[src/rtl/isa_pkg.sv]
// Shared encodings for the MEM-stage data access unit: load funct3 codes,
// store size codes and the access FSM states.
package isa_pkg;

    localparam logic [2:0] F3_LB  = 3'b000;
    localparam logic [2:0] F3_LH  = 3'b001;
    localparam logic [2:0] F3_LW  = 3'b010;
    localparam logic [2:0] F3_LBU = 3'b100;
    localparam logic [2:0] F3_LHU = 3'b101;

    localparam logic [1:0] SZ_SB = 2'b00;
    localparam logic [1:0] SZ_SH = 2'b01;
    localparam logic [1:0] SZ_SW = 2'b10;

    typedef enum logic [1:0] {
        ST_IDLE = 2'd0,
        ST_REQ  = 2'd1,
        ST_DONE = 2'd2
    } state_t;

endpackage

[src/rtl/data_mem_access_unit_if.sv]
// Word-wide request/acknowledge port between the access unit (master)
// and data memory (slave).
interface data_mem_access_unit_if #(
    parameter int ADDR_WIDTH = 32
);
    logic                  DMEM_REQ;
    logic                  DMEM_WE;
    logic [ADDR_WIDTH-1:0] DMEM_ADDR;
    logic [3:0]            DMEM_BE;
    logic [31:0]           DMEM_WDATA;
    logic [31:0]           DMEM_RDATA;
    logic                  DMEM_ACK;

    modport master (
        output DMEM_REQ, DMEM_WE, DMEM_ADDR, DMEM_BE, DMEM_WDATA,
        input  DMEM_RDATA, DMEM_ACK
    );

    modport slave (
        input  DMEM_REQ, DMEM_WE, DMEM_ADDR, DMEM_BE, DMEM_WDATA,
        output DMEM_RDATA, DMEM_ACK
    );
endinterface

[src/rtl/load_store_align.sv]
// Combinational lane logic: store byte enables / data steering with legality
// checks, and load byte/half extraction with sign or zero extension.
module load_store_align
    import isa_pkg::*;
(
    input  logic        i_ld_en,
    input  logic [2:0]  i_ld_funct3,
    input  logic        i_st_en,
    input  logic [1:0]  i_st_size,
    input  logic [1:0]  i_addr_lsb,
    input  logic [31:0] i_st_data,
    output logic [3:0]  o_be,
    output logic [31:0] o_wdata,
    output logic        o_illegal,
    input  logic [2:0]  i_rd_funct3,
    input  logic [1:0]  i_rd_lsb,
    input  logic [31:0] i_rd_word,
    output logic [31:0] o_rd_data
);

    logic [31:0] w_rd_shift;
    logic [7:0]  w_rd_byte;
    logic [15:0] w_rd_half;

    always_comb begin
        // NOTE: every output gets a default first so no path through the
        // case statements can leave a value held, which would infer a latch.
        o_be      = 4'b0000;
        o_wdata   = 32'h0;
        o_illegal = 1'b0;
        if (i_ld_en && i_st_en) begin
            o_illegal = 1'b1;
        end else if (i_ld_en) begin
            o_be = 4'b1111;
            case (i_ld_funct3)
                F3_LB, F3_LBU: o_illegal = 1'b0;
                F3_LH, F3_LHU: o_illegal = i_addr_lsb[0];
                F3_LW:         o_illegal = |i_addr_lsb;
                default:       o_illegal = 1'b1;
            endcase
        end else if (i_st_en) begin
            case (i_st_size)
                SZ_SB: begin
                    o_be    = 4'b0001 << i_addr_lsb;
                    o_wdata = {4{i_st_data[7:0]}};
                end
                SZ_SH: begin
                    o_be      = i_addr_lsb[1] ? 4'b1100 : 4'b0011;
                    o_wdata   = {2{i_st_data[15:0]}};
                    o_illegal = i_addr_lsb[0];
                end
                SZ_SW: begin
                    o_be      = 4'b1111;
                    o_wdata   = i_st_data;
                    o_illegal = |i_addr_lsb;
                end
                default: o_illegal = 1'b1;
            endcase
        end
    end

    assign w_rd_shift = i_rd_word >> {i_rd_lsb, 3'b000};
    assign w_rd_byte  = w_rd_shift[7:0];
    assign w_rd_half  = i_rd_lsb[1] ? i_rd_word[31:16] : i_rd_word[15:0];

    always_comb begin
        case (i_rd_funct3)
            F3_LB:   o_rd_data = {{24{w_rd_byte[7]}}, w_rd_byte};
            F3_LBU:  o_rd_data = {24'h0, w_rd_byte};
            F3_LH:   o_rd_data = {{16{w_rd_half[15]}}, w_rd_half};
            F3_LHU:  o_rd_data = {16'h0, w_rd_half};
            default: o_rd_data = i_rd_word;
        endcase
    end

endmodule

[src/rtl/data_mem_access_unit.sv]
// MEM-stage load/store unit: turns decoded memory codes into a word-aligned,
// byte-enabled req/ack transaction, stalls via BUSY and returns load data.
module data_mem_access_unit
    import isa_pkg::*;
#(
    parameter int TIMEOUT_CYCLES = 64,
    parameter int ADDR_WIDTH     = 32
) (
    input  logic                  CLK,
    input  logic                  RESET,
    input  logic [3:0]            MEM_READ,
    input  logic [2:0]            MEM_WRITE,
    input  logic [ADDR_WIDTH-1:0] ADDRESS,
    input  logic [31:0]           WRITE_DATA,
    output logic [31:0]           READ_DATA,
    output logic                  BUSY,
    output logic                  FAULT,
    data_mem_access_unit_if.master dmem
);

    localparam bit TO_EN    = (TIMEOUT_CYCLES > 0);
    localparam int CNT_W    = (TIMEOUT_CYCLES > 1) ? $clog2(TIMEOUT_CYCLES) : 1;
    localparam int LAST_INT = TO_EN ? TIMEOUT_CYCLES - 1 : 0;
    localparam logic [CNT_W-1:0] CNT_LAST = LAST_INT[CNT_W-1:0];

    state_t                r_state;
    logic                  r_req;
    logic                  r_we;
    logic [ADDR_WIDTH-1:0] r_addr;
    logic [3:0]            r_be;
    logic [31:0]           r_wdata;
    logic [2:0]            r_funct3;
    logic [1:0]            r_lsb;
    logic [CNT_W-1:0]      r_cnt;
    logic [31:0]           r_read_data;
    logic                  r_fault;

    logic        w_req;
    logic        w_accept;
    logic        w_illegal;
    logic        w_timeout;
    logic [3:0]  w_be;
    logic [31:0] w_wdata;
    logic [31:0] w_ld_data;

    load_store_align u_align (
        .i_ld_en     (MEM_READ[3]),
        .i_ld_funct3 (MEM_READ[2:0]),
        .i_st_en     (MEM_WRITE[2]),
        .i_st_size   (MEM_WRITE[1:0]),
        .i_addr_lsb  (ADDRESS[1:0]),
        .i_st_data   (WRITE_DATA),
        .o_be        (w_be),
        .o_wdata     (w_wdata),
        .o_illegal   (w_illegal),
        .i_rd_funct3 (r_funct3),
        .i_rd_lsb    (r_lsb),
        .i_rd_word   (dmem.DMEM_RDATA),
        .o_rd_data   (w_ld_data)
    );

    // The instruction right behind a faulting one is flushed by the trap,
    // so it is not accepted while FAULT is high; this keeps FAULT and BUSY disjoint.
    assign w_req     = MEM_READ[3] | MEM_WRITE[2];
    assign w_accept  = (r_state == ST_IDLE) && w_req && !r_fault;
    assign w_timeout = TO_EN && (r_cnt == CNT_LAST);
    assign BUSY      = RESET && ((w_accept && !w_illegal) || (r_state == ST_REQ));

    always_ff @(posedge CLK or negedge RESET) begin
        if (!RESET) begin
            r_state     <= ST_IDLE;
            r_req       <= 1'b0;
            r_we        <= 1'b0;
            r_addr      <= '0;
            r_be        <= 4'b0000;
            r_wdata     <= 32'h0;
            r_funct3    <= 3'b000;
            r_lsb       <= 2'b00;
            r_cnt       <= '0;
            r_read_data <= 32'h0;
            r_fault     <= 1'b0;
        end else begin
            // NOTE: non-blocking assignments only here, so every register
            // samples the pre-edge values regardless of statement order.
            r_fault <= 1'b0;
            case (r_state)
                ST_IDLE: begin
                    if (w_accept && w_illegal) begin
                        r_fault <= 1'b1;
                    end else if (w_accept) begin
                        r_req    <= 1'b1;
                        r_we     <= MEM_WRITE[2];
                        r_addr   <= {ADDRESS[ADDR_WIDTH-1:2], 2'b00};
                        r_be     <= w_be;
                        r_wdata  <= w_wdata;
                        r_funct3 <= MEM_READ[2:0];
                        r_lsb    <= ADDRESS[1:0];
                        r_cnt    <= '0;
                        r_state  <= ST_REQ;
                    end
                end
                ST_REQ: begin
                    if (dmem.DMEM_ACK) begin
                        r_req <= 1'b0;
                        if (!r_we) r_read_data <= w_ld_data;
                        r_state <= ST_DONE;
                    end else if (w_timeout) begin
                        r_req   <= 1'b0;
                        r_fault <= 1'b1;
                        if (!r_we) r_read_data <= 32'h0;
                        r_state <= ST_DONE;
                    end else begin
                        r_cnt <= r_cnt + 1'b1;
                    end
                end
                ST_DONE: r_state <= ST_IDLE;
                default: r_state <= ST_IDLE;
            endcase
        end
    end

    assign READ_DATA       = r_read_data;
    assign FAULT           = r_fault;
    assign dmem.DMEM_REQ   = r_req;
    assign dmem.DMEM_WE    = r_we;
    assign dmem.DMEM_ADDR  = r_addr;
    assign dmem.DMEM_BE    = r_be;
    assign dmem.DMEM_WDATA = r_wdata;

endmodule

[src/flat_wrapper.sv]
// flat-port wrapper written by rule: the top's interface ports become plain ports
module data_mem_access_unit_flat import isa_pkg::*;
#(
    parameter int TIMEOUT_CYCLES = 64,
    parameter int ADDR_WIDTH     = 32
)
  (CLK, RESET, MEM_READ, MEM_WRITE, ADDRESS, WRITE_DATA, READ_DATA, BUSY, FAULT, dmem_DMEM_REQ, dmem_DMEM_WE, dmem_DMEM_ADDR, dmem_DMEM_BE, dmem_DMEM_WDATA, dmem_DMEM_RDATA, dmem_DMEM_ACK);
  data_mem_access_unit_if #(.ADDR_WIDTH(ADDR_WIDTH)) dmem_i ();
  input  logic CLK;
  input  logic RESET;
  input  logic [3:0] MEM_READ;
  input  logic [2:0] MEM_WRITE;
  input  logic [ADDR_WIDTH-1:0] ADDRESS;
  input  logic [31:0] WRITE_DATA;
  output logic [31:0] READ_DATA;
  output logic BUSY;
  output logic FAULT;
  output wire logic [$bits(dmem_i.DMEM_REQ)-1:0] dmem_DMEM_REQ;
  output wire logic [$bits(dmem_i.DMEM_WE)-1:0] dmem_DMEM_WE;
  output wire logic [$bits(dmem_i.DMEM_ADDR)-1:0] dmem_DMEM_ADDR;
  output wire logic [$bits(dmem_i.DMEM_BE)-1:0] dmem_DMEM_BE;
  output wire logic [$bits(dmem_i.DMEM_WDATA)-1:0] dmem_DMEM_WDATA;
  input wire logic [$bits(dmem_i.DMEM_RDATA)-1:0] dmem_DMEM_RDATA;
  input wire logic [$bits(dmem_i.DMEM_ACK)-1:0] dmem_DMEM_ACK;
  assign dmem_DMEM_REQ = dmem_i.DMEM_REQ;
  assign dmem_DMEM_WE = dmem_i.DMEM_WE;
  assign dmem_DMEM_ADDR = dmem_i.DMEM_ADDR;
  assign dmem_DMEM_BE = dmem_i.DMEM_BE;
  assign dmem_DMEM_WDATA = dmem_i.DMEM_WDATA;
  assign dmem_i.DMEM_RDATA = dmem_DMEM_RDATA;
  assign dmem_i.DMEM_ACK = dmem_DMEM_ACK;
  data_mem_access_unit #(.TIMEOUT_CYCLES(TIMEOUT_CYCLES), .ADDR_WIDTH(ADDR_WIDTH)) u_core (.CLK(CLK), .RESET(RESET), .MEM_READ(MEM_READ), .MEM_WRITE(MEM_WRITE), .ADDRESS(ADDRESS), .WRITE_DATA(WRITE_DATA), .READ_DATA(READ_DATA), .BUSY(BUSY), .FAULT(FAULT), .dmem(dmem_i));
endmodule
[config.mk]
export PLATFORM = sky130hd
export DESIGN_NAME = data_mem_access_unit_flat
export DESIGN_NICKNAME = d
export VERILOG_FILES = /design/src/rtl/isa_pkg.sv /design/src/rtl/data_mem_access_unit_if.sv /design/src/rtl/load_store_align.sv /design/src/rtl/data_mem_access_unit.sv /design/src/flat_wrapper.sv
export SDC_FILE = /design/constraint.sdc
export NUM_CORES = 1
export LEC_CHECK = 0
export ABC_CLOCK_PERIOD_IN_PS = 2700
export CAP_MARGIN = 20
export CORE_MARGIN = 4
export CORE_UTILIZATION = 47
export DETAILED_ROUTE_END_ITERATION = 16
export PLACE_DENSITY = 0.85
export SLEW_MARGIN = 0
export SYNTH_ARGS = -nofsm -noshare
export SYNTH_HDL_FRONTEND = slang
export SYNTH_HIERARCHICAL = 1
export SYNTH_SLANG_ARGS = --single-unit
[constraint.sdc]
create_clock -name CLK -period 2.7 [get_ports CLK]
set_clock_uncertainty 0.05 [all_clocks]
set_input_delay 0.27 -clock CLK [delete_from_list [all_inputs] [get_ports CLK]]
set_output_delay 0.27 -clock CLK [all_outputs]
set_load 0.02 [all_outputs]
==> qor.csv <==
metric,value,unit
outcome,finished clean,
Worst Max-Slew Pin Slew,1.15,ns
gpl congestion,0.893,
critical path startpoint category,primary input,
max_cap viols,0,
post-synthesis average cell area,11.4,sq um
Final Max Tran Viols,0,
Tot GR Track Use,23.5,%
largest net degree at the start of global routing,115,
vias per inst,5.62,
VDD IR max,0.000430,V
Tcrit/Tclk final,98.5,%
crit path DAT,2.34,ns
wire per inst,19.2,microns
WS Path Type,primary input to output pin,
Hold Crit Class,primary input to flip-flop,
diode count,0,
ys flop type,dfrtp_1,
Antenna Nets Post-Route,0,
drt drc,0,
Final Hold Viols,0,
Yosys warning count,6,
row count,42,
CTS buffer count,17,
initial antenna violation count,0,
Die X,124,microns
Area growth syn-to-layout,44.0,%
Final HPWL DP,13100,microns
die footprint,0.0153,sq mm
Relative slew margins,23.5,%
CTS tree,yes,
clk buf depth,2,
"Async S/R FF share, synth",100,%
IO Pins,210,
"commonest non-fill, non-tap cells in the layout","205 x clkdlybuf4s50_1, 114 x dfrtp_1, 47 x mux2_4",
Worst-path clk slew,0.06,ns
DR iter-0 viols,490,
Leakage,3.90,nW
Root Driver,clkbuf_16,
crit path max fanout,4,
post-route cell area,0.00908,sq mm
Achievable Freq,376,MHz
port bufs,207,
first-pass GRT wire length,28000,microns
Filler Cell Count,973,
WL final,18200,microns
number of flops mapped to enable cells by yosys,0,
Worst setup EP type,output pin,
Worst-Skew Late Latency,0.42,ns
vias in the first global route,5436,
Synth cell types,55,
"most common cell after layout, fill and taps aside",clkdlybuf4s50_1,
Netlist Area Pre-Place,0.00631,sq mm
die height,124,microns
Power Density,1090,mW/mm^2
"Power, Total",9.86,mW
Initial Utilization,47.8,%
fin nets,868,
Final setup violation count,0,
sequential share of the synthesized area,45.2,%
Gate Count Post-Synth,554,
via count,5340,
total congestion overflow,0,
share of cells above drive strength 1,18.2,%
Sum Neg Setup Slack,0,ns
CORE AREA,0.0132,sq mm
crit path time final,2.66,ns
Sink Count,114,
H-tree levels,4,
Pre-antenna DRT Iters,6,
placed cell area,0.00849,sq mm
Synth Register Bits,114,
CP required,2.38,ns
cell usage after synthesis (2+ instances only):
cell       count  area (sq um)
nor4bb_1       2          20.0
and2_1        10          62.6
o2111ai_1      5          43.8
buf_4          6          45.0
nor2_1        29           109
dfrtp_1      114          2850
mux2i_1       12           120
nor3_1         7          35.0
mux2_4        47           706
inv_1          6          22.5
mux2_2        25           282
clkbuf_1      10          37.5
nor2b_4        2          27.5
buf_12         6           120
o211ai_1       3          22.5
a21o_1        33           248
nand3_1        3          15.0
buf_6          5          56.3
a21oi_1       37           185
a2bb2oi_1     19           166
a22o_1        34           298
nand2_1       45           169
o21ai_0       10          50.1
nand2b_1       6          37.5
a211oi_1      16           120
a221o_1        3          30.0
a211oi_2       2          25.0
or3_1          3          18.8
buf_2         16          80.1
nor2b_1       13          81.3
report_power, final:
part	internal, mW	total [mW]	switching [mW]
Sequential	2.37	2.97	0.592
Combinational	2.55	4.75	2.20
Clock	1.30	2.15	0.854
Total	6.22	9.86	3.65
layer usage:
layer / wire (microns) / GRT usage [%] / vias up
met5: 0 / 0 / -
met1: 7350 / 29.7 / 2606
met4: 338 / 8.93 / 0
li1: - / - / 2454
met3: 1600 / 7.08 / 27
met2: 8940 / 38.0 / 253
cells by family after synthesis:
| kind of cell | synth area share (%) |
|---|---|
| flops | 45.2 |
| compound gates | 20.5 |
| buf+inv | 5.79 |
| simple gates | 10.7 |
| other cells | 0.0595 |
| mux | 17.6 |
| fa+ha+maj | 0.198 |
path summary, 6_finish.rpt:
check | from | end | slack, ns | cells after the start
worst max-delay path | ADDRESS[1] | BUSY | 0.04 | 8
worst max register to register | u_core/r_lsb[1]$_DFFE_PN0P_ | u_core/READ_DATA[2]$_DFFE_PN0P_ | 0.49 | 6
worst min-delay path | ADDRESS[23] | u_core/dmem.DMEM_ADDR[23]$_DFFE_PN0P_ | 0.41 | 2
min in group asynchronous | RESET | u_core/dmem.DMEM_ADDR[16]$_DFFE_PN0P_ | 0.54 | 3
max in group asynchronous | RESET | u_core/READ_DATA[13]$_DFFE_PN0P_ | 1.62 | 3
worst min register to register | u_core/READ_DATA[0]$_DFFE_PN0P_ | u_core/READ_DATA[0]$_DFFE_PN0P_ | 0.45 | 1
worst max-delay path: stages:
cell             delay, ns
clkdlybuf4s50_1       0.53
or3_1                 0.42
a21oi_1               0.14
o21ai_0               0.11
or3_4                 0.38
nor2_8                0.10
o21a_1                0.12
clkdlybuf4s15_2       0.26
cell type report:
| class | count | area (sq um) | share of cell area (%) |
|---|---|---|---|
| Tap cell | 176 | 220 | 2.42 |
| Inverter | 6 | 22.5 | 0.248 |
| Sequential cell | 114 | 2850 | 31.4 |
| Clock buffer | 18 | 439 | 4.83 |
| Timing Repair Buffer | 231 | 2300 | 25.4 |
| Clock inverter | 14 | 130 | 1.43 |
| Multi-Input combinational cell | 391 | 3120 | 34.3 |
per-stage QoR:
stage | hold WS (ns) | std cells | util [%] | setup WS (ns)
4_1_cts | 0.394 | 949 | 68.8 | 0.0101
5_1_grt | 0.408 | 950 | 68.9 | -0.0199
6_report | 0.412 | 950 | 68.9 | 0.0407
3_3_place_gp | 0.409 | 916 | 64.4 | -0.325
3_5_place_dp | 0.419 | 916 | 64.4 | -0.342
2_1_floorplan | -0.0756 | 555 | - | 0.380
registers in the layout, indices dropped and copies added (netlist names):
signal / cells
u_core/READ_DATA: 32
u_core/dmem.DMEM_WDATA: 32
u_core/dmem.DMEM_ADDR: 30
u_core/r_cnt: 6
u_core/dmem.DMEM_BE: 4
u_core/r_funct3: 3
u_core/r_lsb: 2
u_core/r_state: 2
u_core/FAULT: 1
u_core/dmem.DMEM_REQ: 1
u_core/dmem.DMEM_WE: 1
repair_timing:
action	4_1_cts	5_1_grt
buffers inserted	0	0
endpoints found under the setup margin	1	1
hold buffers	1	0
gates resized for setup	3	1
hold endpoints to repair	114	0
(Power assumes the default switching activity.)
